`config.mk`:
```
export PLATFORM = sky130hd
export DESIGN_NAME = mem_access_ctrl
export DESIGN_NICKNAME = d
export VERILOG_FILES = /design/src/rtl/mem_access_ctrl.sv
export SDC_FILE = /design/constraint.sdc
export NUM_CORES = 1
export LEC_CHECK = 0
export CAP_MARGIN = 20
export CORE_MARGIN = 5
export CORE_UTILIZATION = 30
export CTS_BUF_LIST = sky130_fd_sc_hd__clkbuf_4 sky130_fd_sc_hd__clkbuf_8
export CTS_CLUSTER_SIZE = 16
export DETAILED_ROUTE_END_ITERATION = 7
export MAX_ROUTING_LAYER = met4
export PLACE_DENSITY = 0.58
export SLEW_MARGIN = 30
export SYNTH_ARGS = -nofsm -noshare
export SYNTH_HDL_FRONTEND = slang
export SYNTH_SLANG_ARGS = --single-unit
```
`constraint.sdc`:
```
create_clock -name Clk -period 5.39 [get_ports Clk]
set_input_delay 1.078 -clock Clk [delete_from_list [all_inputs] [get_ports Clk]]
set_output_delay 1.078 -clock Clk [all_outputs]
set_load 0.005 [all_outputs]
```
`src/rtl/mem_access_ctrl.sv`:
```
// Load/store controller between the MEM stage and a word-wide data memory.
// Sub-word stores use read-modify-write; faults never reach the memory.
module mem_access_ctrl #(
    parameter int MEM_WORDS = 32,
    parameter int TIMEOUT   = 15
) (
    input  logic        Clk,
    input  logic        Reset,
    input  logic        req_valid,
    output logic        req_ready,
    input  logic        req_we,
    input  logic [1:0]  req_size,
    input  logic        req_unsigned,
    input  logic [31:0] req_addr,
    input  logic [31:0] req_wdata,
    output logic        rsp_valid,
    output logic [31:0] rsp_rdata,
    output logic        busy,
    output logic        fault,
    output logic [1:0]  fault_code,
    output logic [31:0] fault_addr,
    output logic        Mem_CS,
    output logic        Mem_RW,
    output logic [3:0]  Mem_BE,
    output logic [29:0] Mem_Addr,
    output logic [31:0] Mem_DataIn,
    input  logic [31:0] Mem_DataOut,
    input  logic        Mem_DataReady
);

    localparam int CW = $clog2(TIMEOUT + 1);

    typedef enum logic [1:0] {
        S_IDLE,
        S_RD,
        S_CAP,
        S_WR
    } state_t;

    state_t      state_q, state_d;
    logic        we_q, we_d;
    logic [1:0]  size_q, size_d;
    logic        uns_q, uns_d;
    logic [31:0] addr_q, addr_d;
    logic [31:0] wdata_q, wdata_d;
    logic [31:0] merged_q, merged_d;
    logic [CW-1:0] cnt_q, cnt_d;
    logic        rsp_valid_q, rsp_valid_d;
    logic [31:0] rsp_rdata_q, rsp_rdata_d;
    logic        fault_q, fault_d;
    logic [1:0]  fault_code_q, fault_code_d;
    logic [31:0] fault_addr_q, fault_addr_d;

    logic        req_misalign;
    logic        req_oor;

    function automatic logic [31:0] load_ext(
        input logic [31:0] w,
        input logic [1:0]  sz,
        input logic [1:0]  a,
        input logic        u
    );
        logic [7:0]  b;
        logic [15:0] h;
        unique case (a)
            2'd0:    b = w[7:0];
            2'd1:    b = w[15:8];
            2'd2:    b = w[23:16];
            default: b = w[31:24];
        endcase
        h = a[1] ? w[31:16] : w[15:0];
        unique case (sz)
            2'b00:   load_ext = u ? {24'b0, b} : {{24{b[7]}}, b};
            2'b01:   load_ext = u ? {16'b0, h} : {{16{h[15]}}, h};
            default: load_ext = w;
        endcase
    endfunction

    function automatic logic [31:0] merge(
        input logic [31:0] w,
        input logic [31:0] d,
        input logic [1:0]  sz,
        input logic [1:0]  a
    );
        logic [31:0] r;
        r = w;
        if (sz == 2'b00) begin
            unique case (a)
                2'd0:    r[7:0]   = d[7:0];
                2'd1:    r[15:8]  = d[7:0];
                2'd2:    r[23:16] = d[7:0];
                default: r[31:24] = d[7:0];
            endcase
        end else if (a[1]) begin
            r[31:16] = d[15:0];
        end else begin
            r[15:0] = d[15:0];
        end
        merge = r;
    endfunction

    assign req_misalign = (req_size == 2'b11)
                        | ((req_size == 2'b10) & (req_addr[1:0] != 2'b00))
                        | ((req_size == 2'b01) & req_addr[0]);
    assign req_oor = req_addr[31:2] >= 30'(MEM_WORDS);

    always_comb begin
        state_d      = state_q;
        we_d         = we_q;
        size_d       = size_q;
        uns_d        = uns_q;
        addr_d       = addr_q;
        wdata_d      = wdata_q;
        merged_d     = merged_q;
        cnt_d        = cnt_q;
        rsp_valid_d  = 1'b0;
        rsp_rdata_d  = rsp_rdata_q;
        fault_d      = 1'b0;
        fault_code_d = fault_code_q;
        fault_addr_d = fault_addr_q;

        unique case (state_q)
            S_IDLE: begin
                if (req_valid) begin
                    we_d    = req_we;
                    size_d  = req_size;
                    uns_d   = req_unsigned;
                    addr_d  = req_addr;
                    wdata_d = req_wdata;
                    cnt_d   = '0;
                    if (req_misalign) begin
                        fault_d      = 1'b1;
                        fault_code_d = 2'b00;
                        fault_addr_d = req_addr;
                    end else if (req_oor) begin
                        fault_d      = 1'b1;
                        fault_code_d = 2'b01;
                        fault_addr_d = req_addr;
                    end else if (req_we && req_size == 2'b10) begin
                        state_d = S_WR;
                    end else begin
                        state_d = S_RD;
                    end
                end
            end
            S_RD, S_WR: begin
                if (Mem_DataReady) begin
                    cnt_d = '0;
                    if (state_q == S_RD) begin
                        state_d = S_CAP;
                    end else begin
                        state_d     = S_IDLE;
                        rsp_valid_d = 1'b1;
                        rsp_rdata_d = '0;
                    end
                // TIMEOUT-th consecutive stalled cycle aborts the access
                end else if (cnt_q == CW'(TIMEOUT - 1)) begin
                    cnt_d        = '0;
                    state_d      = S_IDLE;
                    fault_d      = 1'b1;
                    fault_code_d = 2'b10;
                    fault_addr_d = addr_q;
                end else begin
                    cnt_d = cnt_q + 1'b1;
                end
            end
            S_CAP: begin
                cnt_d = '0;
                if (we_q) begin
                    merged_d = merge(Mem_DataOut, wdata_q, size_q, addr_q[1:0]);
                    state_d  = S_WR;
                end else begin
                    rsp_rdata_d = load_ext(Mem_DataOut, size_q, addr_q[1:0], uns_q);
                    rsp_valid_d = 1'b1;
                    state_d     = S_IDLE;
                end
            end
            default: state_d = S_IDLE;
        endcase
    end

    always_ff @(posedge Clk or posedge Reset) begin
        if (Reset) begin
            state_q      <= S_IDLE;
            we_q         <= 1'b0;
            size_q       <= 2'b00;
            uns_q        <= 1'b0;
            addr_q       <= '0;
            wdata_q      <= '0;
            merged_q     <= '0;
            cnt_q        <= '0;
            rsp_valid_q  <= 1'b0;
            rsp_rdata_q  <= '0;
            fault_q      <= 1'b0;
            fault_code_q <= 2'b00;
            fault_addr_q <= '0;
        end else begin
            state_q      <= state_d;
            we_q         <= we_d;
            size_q       <= size_d;
            uns_q        <= uns_d;
            addr_q       <= addr_d;
            wdata_q      <= wdata_d;
            merged_q     <= merged_d;
            cnt_q        <= cnt_d;
            rsp_valid_q  <= rsp_valid_d;
            rsp_rdata_q  <= rsp_rdata_d;
            fault_q      <= fault_d;
            fault_code_q <= fault_code_d;
            fault_addr_q <= fault_addr_d;
        end
    end

    assign req_ready  = (state_q == S_IDLE);
    assign busy       = (state_q != S_IDLE);
    assign rsp_valid  = rsp_valid_q;
    assign rsp_rdata  = rsp_rdata_q;
    assign fault      = fault_q;
    assign fault_code = fault_code_q;
    assign fault_addr = fault_addr_q;
    assign Mem_CS     = (state_q == S_RD) || (state_q == S_WR);
    assign Mem_RW     = (state_q == S_WR);
    assign Mem_BE     = 4'b1111;
    assign Mem_Addr   = addr_q[31:2];
    assign Mem_DataIn = (size_q == 2'b10) ? wdata_q : merged_q;

endmodule

```
Word level (Yosys, flattened, before mapping)
Cells that the tools add are included. Widths: inputs -> output; s select.

Register bits after elaboration: 174. Input port bits: 104. Output and inout bits: 138. Word-level logic and storage cells: 108.

Add/sub/neg operators: 1. $lt $le $gt $ge: 1. Eq/ne operators: 21. Muxes and demuxes: 52. Bitwise operators: 4. Reductions and logical operators: 16.

Operators by type and width (count): $mux 32 (12); $pmux 32 s2 (3); $mux 16 (3); $mux 8 (4); $ge 30x6->1 const B (1); $mux 2 (13); $pmux 8 s3 (1); $ne 2x2->1 const B (8); $eq 2x2->1 const B (6); $mux 4 (3); $pmux 4 s3 (1); $eq 2x1->1 const B (4); $mux 1 (8); $reduce_and 4->1 (2); $reduce_bool 2->1 (4); $logic_not 2->1 (3); $pmux 2 s3 (1); $reduce_and 5->1 (1); $add 4x1->4 const B (1); $eq 4x4->1 const B (1); $pmux 1 s2 (2); $pmux 2 s2 (1); $reduce_and 2->1 (2); $ne 3x1->1 const B (1); other kinds (7) (9).

Longest topological paths before layout
Word-level depth: 7. Depth in mapped cells: 8. Depth with buffers taken out: 7.

Least setup slack after synthesis
No wires, ideal clock.

Path kind: register -> output. Start: reg size_q[0]. End: out Mem_DataIn[10]. Data arrival time: 1.500 ns. Data required time: 4.312 ns. Path slack: 2.812 ns. Stages on the path, launching flop included: 6. Buffers on the path: 3. Path through: dfrtp_1 > clkbuf_1 > nand2b_1 > clkbuf_1 > buf_2 > mux2_2.

Word-level cells in the longest chain between the ends: 2.

RTL lines: start: declaration (RTL line 42) `logic [1:0] size_q, size_d;`; start signal: assignment (RTL line 200) `size_q <= size_d;`; $eq 2x2->1 (RTL line 225) `assign Mem_DataIn = (size_q == 2'b10) ? wdata_q : merged_q;`; $mux 32 (RTL line 225); end: declaration (RTL line 26) `output logic [31:0] Mem_DataIn,`.

Every way passes these cells.

Worst setup path after layout
Start: reg size_q[0]. End: out Mem_DataIn[8].

The elaborated chain is that of the path after synthesis.

==> report_table.html <==
<table>
<tr><th>Metric</th><th>Value</th></tr>
<tr><th colspan="2">Outcome</th></tr>
<tr><td>Status</td><td>finished clean</td></tr>
<tr><th colspan="2">Setup path</th></tr>
<tr><td>First element of the critical path</td><td>size_q[0]$_DFFE_PP0P_</td></tr>
<tr><td>Type of the setup path with the least slack</td><td>flip-flop to output port</td></tr>
<tr><td>Internal reg-to-reg setup slack</td><td>2820 ps</td></tr>
<tr><td>Endpoint of the most critical register-to-register path</td><td>fault_addr[5]$_DFFE_PP0P_</td></tr>
<tr><td>Reg2Reg Depth</td><td>6</td></tr>
<tr><td>Category of the worst setup path capture point</td><td>output port</td></tr>
<tr><td>Critical-path maximum fanout</td><td>20</td></tr>
<tr><td>Worst Path Arrival</td><td>2830 ps</td></tr>
<tr><td>R2r startpoint</td><td>state_q[0]$_DFFE_PP0P_</td></tr>
<tr><td>Worst EP required</td><td>4310 ps</td></tr>
<tr><td>CP startpoint kind</td><td>flip-flop</td></tr>
<tr><th colspan="2">Synth</th></tr>
<tr><td>Number of synthesized register bits</td><td>174</td></tr>
<tr><td>Post-synth ARST share</td><td>1.00</td></tr>
<tr><td>Dominant cell by count in the synthesized netlist</td><td>sky130_fd_sc_hd__dfrtp_1</td></tr>
<tr><td>Top cell type's share of synthesized area</td><td>0.498</td></tr>
<tr><td>Largest area contributor in the synthesized netlist</td><td>sky130_fd_sc_hd__dfrtp_1</td></tr>
<tr><td>Sequential area share after synthesis</td><td>0.498</td></tr>
<tr><td>Synthesized area per cell</td><td>11.7 µm²</td></tr>
<tr><td>Primary flip-flop cell chosen by synthesis mapping</td><td>sky130_fd_sc_hd__dfrtp_1</td></tr>
<tr><td>Cell count after synthesis</td><td>749</td></tr>
<tr><td>Cell area after technology mapping</td><td>8740 µm²</td></tr>
<tr><td>Yosys warns</td><td>0</td></tr>
<tr><td>Number of enable flip-flop cells after synthesis</td><td>0</td></tr>
<tr><td>Area contributors post-synth</td><td>sky130_fd_sc_hd__dfrtp_1 (50%), sky130_fd_sc_hd__mux2_2 (17%), sky130_fd_sc_hd__mux2_4 (5.0%)</td></tr>
<tr><td>Number of different library cells in the post-synthesis netlist</td><td>47</td></tr>
<tr><td>Top cells by instance count after synthesis</td><td>sky130_fd_sc_hd__dfrtp_1 (174), sky130_fd_sc_hd__mux2_2 (131), sky130_fd_sc_hd__nand2_1 (77)</td></tr>
<tr><th colspan="2">CTS</th></tr>
<tr><td>Clock Path Buffers</td><td>2</td></tr>
<tr><td>Clk root buf</td><td>sky130_fd_sc_hd__clkbuf_8</td></tr>
<tr><td>TritonCTS clock tree</td><td>done</td></tr>
<tr><td>Number of buffers added for setup after CTS</td><td>0</td></tr>
<tr><td>Clk sink count</td><td>174</td></tr>
<tr><td>Clock buffer count from CTS</td><td>17</td></tr>
<tr><td>Count of hold-fix buffers inserted at cts</td><td>0</td></tr>
<tr><td>Clock latency of the later-clocked register in the worst-skew pair</td><td>480 ps</td></tr>
<tr><td>Htree depth</td><td>4</td></tr>
<tr><td>Clock transition at the register clock pins on the worst setup and hold paths after CTS</td><td>100 ps</td></tr>
<tr><td>Resize count post-CTS</td><td>0</td></tr>
<tr><th colspan="2">STA</th></tr>
<tr><td>Setup repair after global routing missed its margin</td><td>false</td></tr>
<tr><td>Worst slew margin relative to its limit</td><td>0.417</td></tr>
<tr><td>Number of hold violations in the final report</td><td>0</td></tr>
<tr><td>Largest clock skew in the final design</td><td>23.2 ps</td></tr>
<tr><td>Final slew viol count</td><td>0</td></tr>
<tr><td>Total Negative Setup Slacks</td><td>0 ps</td></tr>
<tr><td>Worst hold margin</td><td>483 ps</td></tr>
<tr><td>Maximum clock rate</td><td>256 MHz</td></tr>
<tr><td>Final Cycle Share</td><td>0.726</td></tr>
<tr><td>Actual transition at the worst max-transition pin</td><td>872 ps</td></tr>
<tr><td>Minimum period implied by the final worst setup slack</td><td>3910 ps</td></tr>
<tr><td>Number of setup violations in the final report</td><td>0</td></tr>
<tr><th colspan="2">Place</th></tr>
<tr><td>Half-perimeter wire length after placement</td><td>20.2 mm</td></tr>
<tr><td>Placer Congestion</td><td>0.846</td></tr>
<tr><td>Buffers on Ports</td><td>237</td></tr>
<tr><th colspan="2">Floorplanning</th></tr>
<tr><td>Row count</td><td>62</td></tr>
<tr><td>Num ports</td><td>242</td></tr>
<tr><td>Die Footprint</td><td>32600 µm²</td></tr>
<tr><td>Horizontal extent of the die</td><td>181 µm</td></tr>
<tr><td>Initial cell density of the core</td><td>0.304</td></tr>
<tr><td>Area of the placeable core</td><td>28700 µm²</td></tr>
<tr><td>Height of the die</td><td>181 µm</td></tr>
<tr><th colspan="2">Route</th></tr>
<tr><td>Pre-antenna DRT Iters</td><td>7</td></tr>
<tr><td>Initial DRC count</td><td>362</td></tr>
<tr><td>Post-DR wirelength/cell</td><td>21.0 µm</td></tr>
<tr><td>Total via count in the routed design</td><td>6388</td></tr>
<tr><td>Detailed-route wire length</td><td>28.0 mm</td></tr>
<tr><td>Antenna violation net count after detailed routing</td><td>0</td></tr>
<tr><td>Vias per Instance</td><td>4.79</td></tr>
<tr><td>Detailed-route DRC error count</td><td>0</td></tr>
<tr><th colspan="2">Min path</th></tr>
<tr><td>Worst hold path stage count</td><td>2</td></tr>
<tr><td>Worst-case hold path end point</td><td>rsp_rdata[5]$_DFFE_PP0P_</td></tr>
<tr><td>Hold Crit Class</td><td>flip-flop to flip-flop</td></tr>
<tr><td>Hold_sp</td><td>rsp_rdata[5]$_DFFE_PP0P_</td></tr>
<tr><th colspan="2">Global routing</th></tr>
<tr><td>Global-route usage over all layers</td><td>0.174</td></tr>
<tr><td>Pin count of the biggest net entering global routing</td><td>118</td></tr>
<tr><td>Global route overflow</td><td>0</td></tr>
<tr><td>Number of antenna violations at the first check in global routing</td><td>5</td></tr>
<tr><td>Number of global-route vias before repair</td><td>6918</td></tr>
<tr><td>Wire length of the first global-routing pass</td><td>42.7 mm</td></tr>
<tr><th colspan="2">Power</th></tr>
<tr><td>Pwr dens</td><td>268 nW/µm²</td></tr>
<tr><td>Leakage power</td><td>4.82 nW</td></tr>
<tr><td>Maximum VDD drop</td><td>0.000167 V</td></tr>
<tr><th colspan="2">Layout</th></tr>
<tr><td>Number of nets in the finished design</td><td>1037</td></tr>
<tr><td>Share of final-layout standard cells stronger than drive strength 1</td><td>0.228</td></tr>
<tr><td>Area overhead of the layout relative to synthesis</td><td>31.9%</td></tr>
<tr><th colspan="2">Run</th></tr>
<tr><td>Reported max-cap violation count</td><td>0</td></tr>
</table>
[where the power goes]
group | switching, mW | internal, mW | total (mW)
combinational | 0.280 | 0.406 | 0.686
clock | 0.559 | 0.349 | 0.908
sequential | 0.0906 | 1.41 | 1.50
[sequential cells by signal, indices dropped and copies added, names as in the netlist, 2 cells and up]
name        cells
size_q          2
fault_addr     32
fault_code      2
state_q         2
wdata_q        32
rsp_rdata      32
addr_q         32
cnt_q           4
merged_q       32
[kinds of logic (layout without fill, tap and decap cells)]
kind of cell | count (synthesis) | after routing | share of synthesized area
buf+inv | 103 | 295 | 0.0716
fa+ha+maj | 2 | 2 | 0.00286
mux | 178 | 178 | 0.242
compound gates | 147 | 147 | 0.111
other cells | 1 | 10 | 0.000429
simple gates | 144 | 144 | 0.0733
flops | 174 | 174 | 0.498
[layout by cell type, fill, tap and decap left out, drive strengths merged, types with 5 or more instances in the layout]
master / n
mux2: 160
a221o: 16
nand2: 78
nor2: 30
clkdlybuf4s50: 237
buf: 9
inv: 25
mux2i: 16
clkbuf: 18
o221ai: 7
o22ai: 24
a2bb2oi: 7
a21oi: 14
dfrtp: 174
diode: 6
nor3: 9
o21ai: 53
a31oi: 14
nor4: 5
a22o: 7
[final cells by class]
| type | instances | area (µm²) |
|---|---|---|
| diodes | 6 | 15.0 |
| well taps | 384 | 480 |
| flip-flops and latches | 174 | 4360 |
| inverters | 17 | 72.6 |
| clock buffers | 18 | 248 |
| fillers | 2834 | 17200 |
| multi-input cells | 475 | 3770 |
| repair buffers | 246 | 2460 |
| clock inverters | 14 | 123 |
[per-stage QoR]
stage	area [µm²]	total power, mW	utilization	setup slack [ps]	std cells
final	11500	3.09	0.401	1480	1334
after global routing	11500	3.26	0.401	1320	1333
after CTS	11500	3.14	0.401	1130	1328
after detailed placement	11100	2.22	0.388	1660	1296
after global placement	11100	2.21	0.388	1760	1296
after floorplan	8750	1.86	-	2090	752
[worst max-delay path by stage]
| stage | end | slack [ps] |
|---|---|---|
| final | Mem_DataIn[8] | 1480 |
| after global routing | Mem_DataIn[11] | 1320 |
| after CTS | Mem_DataIn[17] | 1130 |
| after detailed placement | Mem_DataIn[17] | 1660 |
| after global placement | Mem_DataIn[14] | 1760 |
| after floorplan | addr_q[0]$_DFFE_PP0P_ | 2090 |
[per-layer routing]
layer  GRT usage  vias to the layer above  share of wire
li1            -                     3028              -
met1       0.221                     3085           0.45
met2       0.259                      252           0.45
met3      0.0713                       23          0.093
met4      0.0402                        0          0.014
met5           -                        -              0
[worst max-delay path, stage by stage (launching register included)]
cell                              delay, ps
sky130_fd_sc_hd__dfrtp_1                660
sky130_fd_sc_hd__nand2b_2               530
sky130_fd_sc_hd__buf_4                  340
sky130_fd_sc_hd__mux2_2                 380
sky130_fd_sc_hd__clkdlybuf4s50_1        450
No activity file was read; power rests on OpenSTA's default activity.
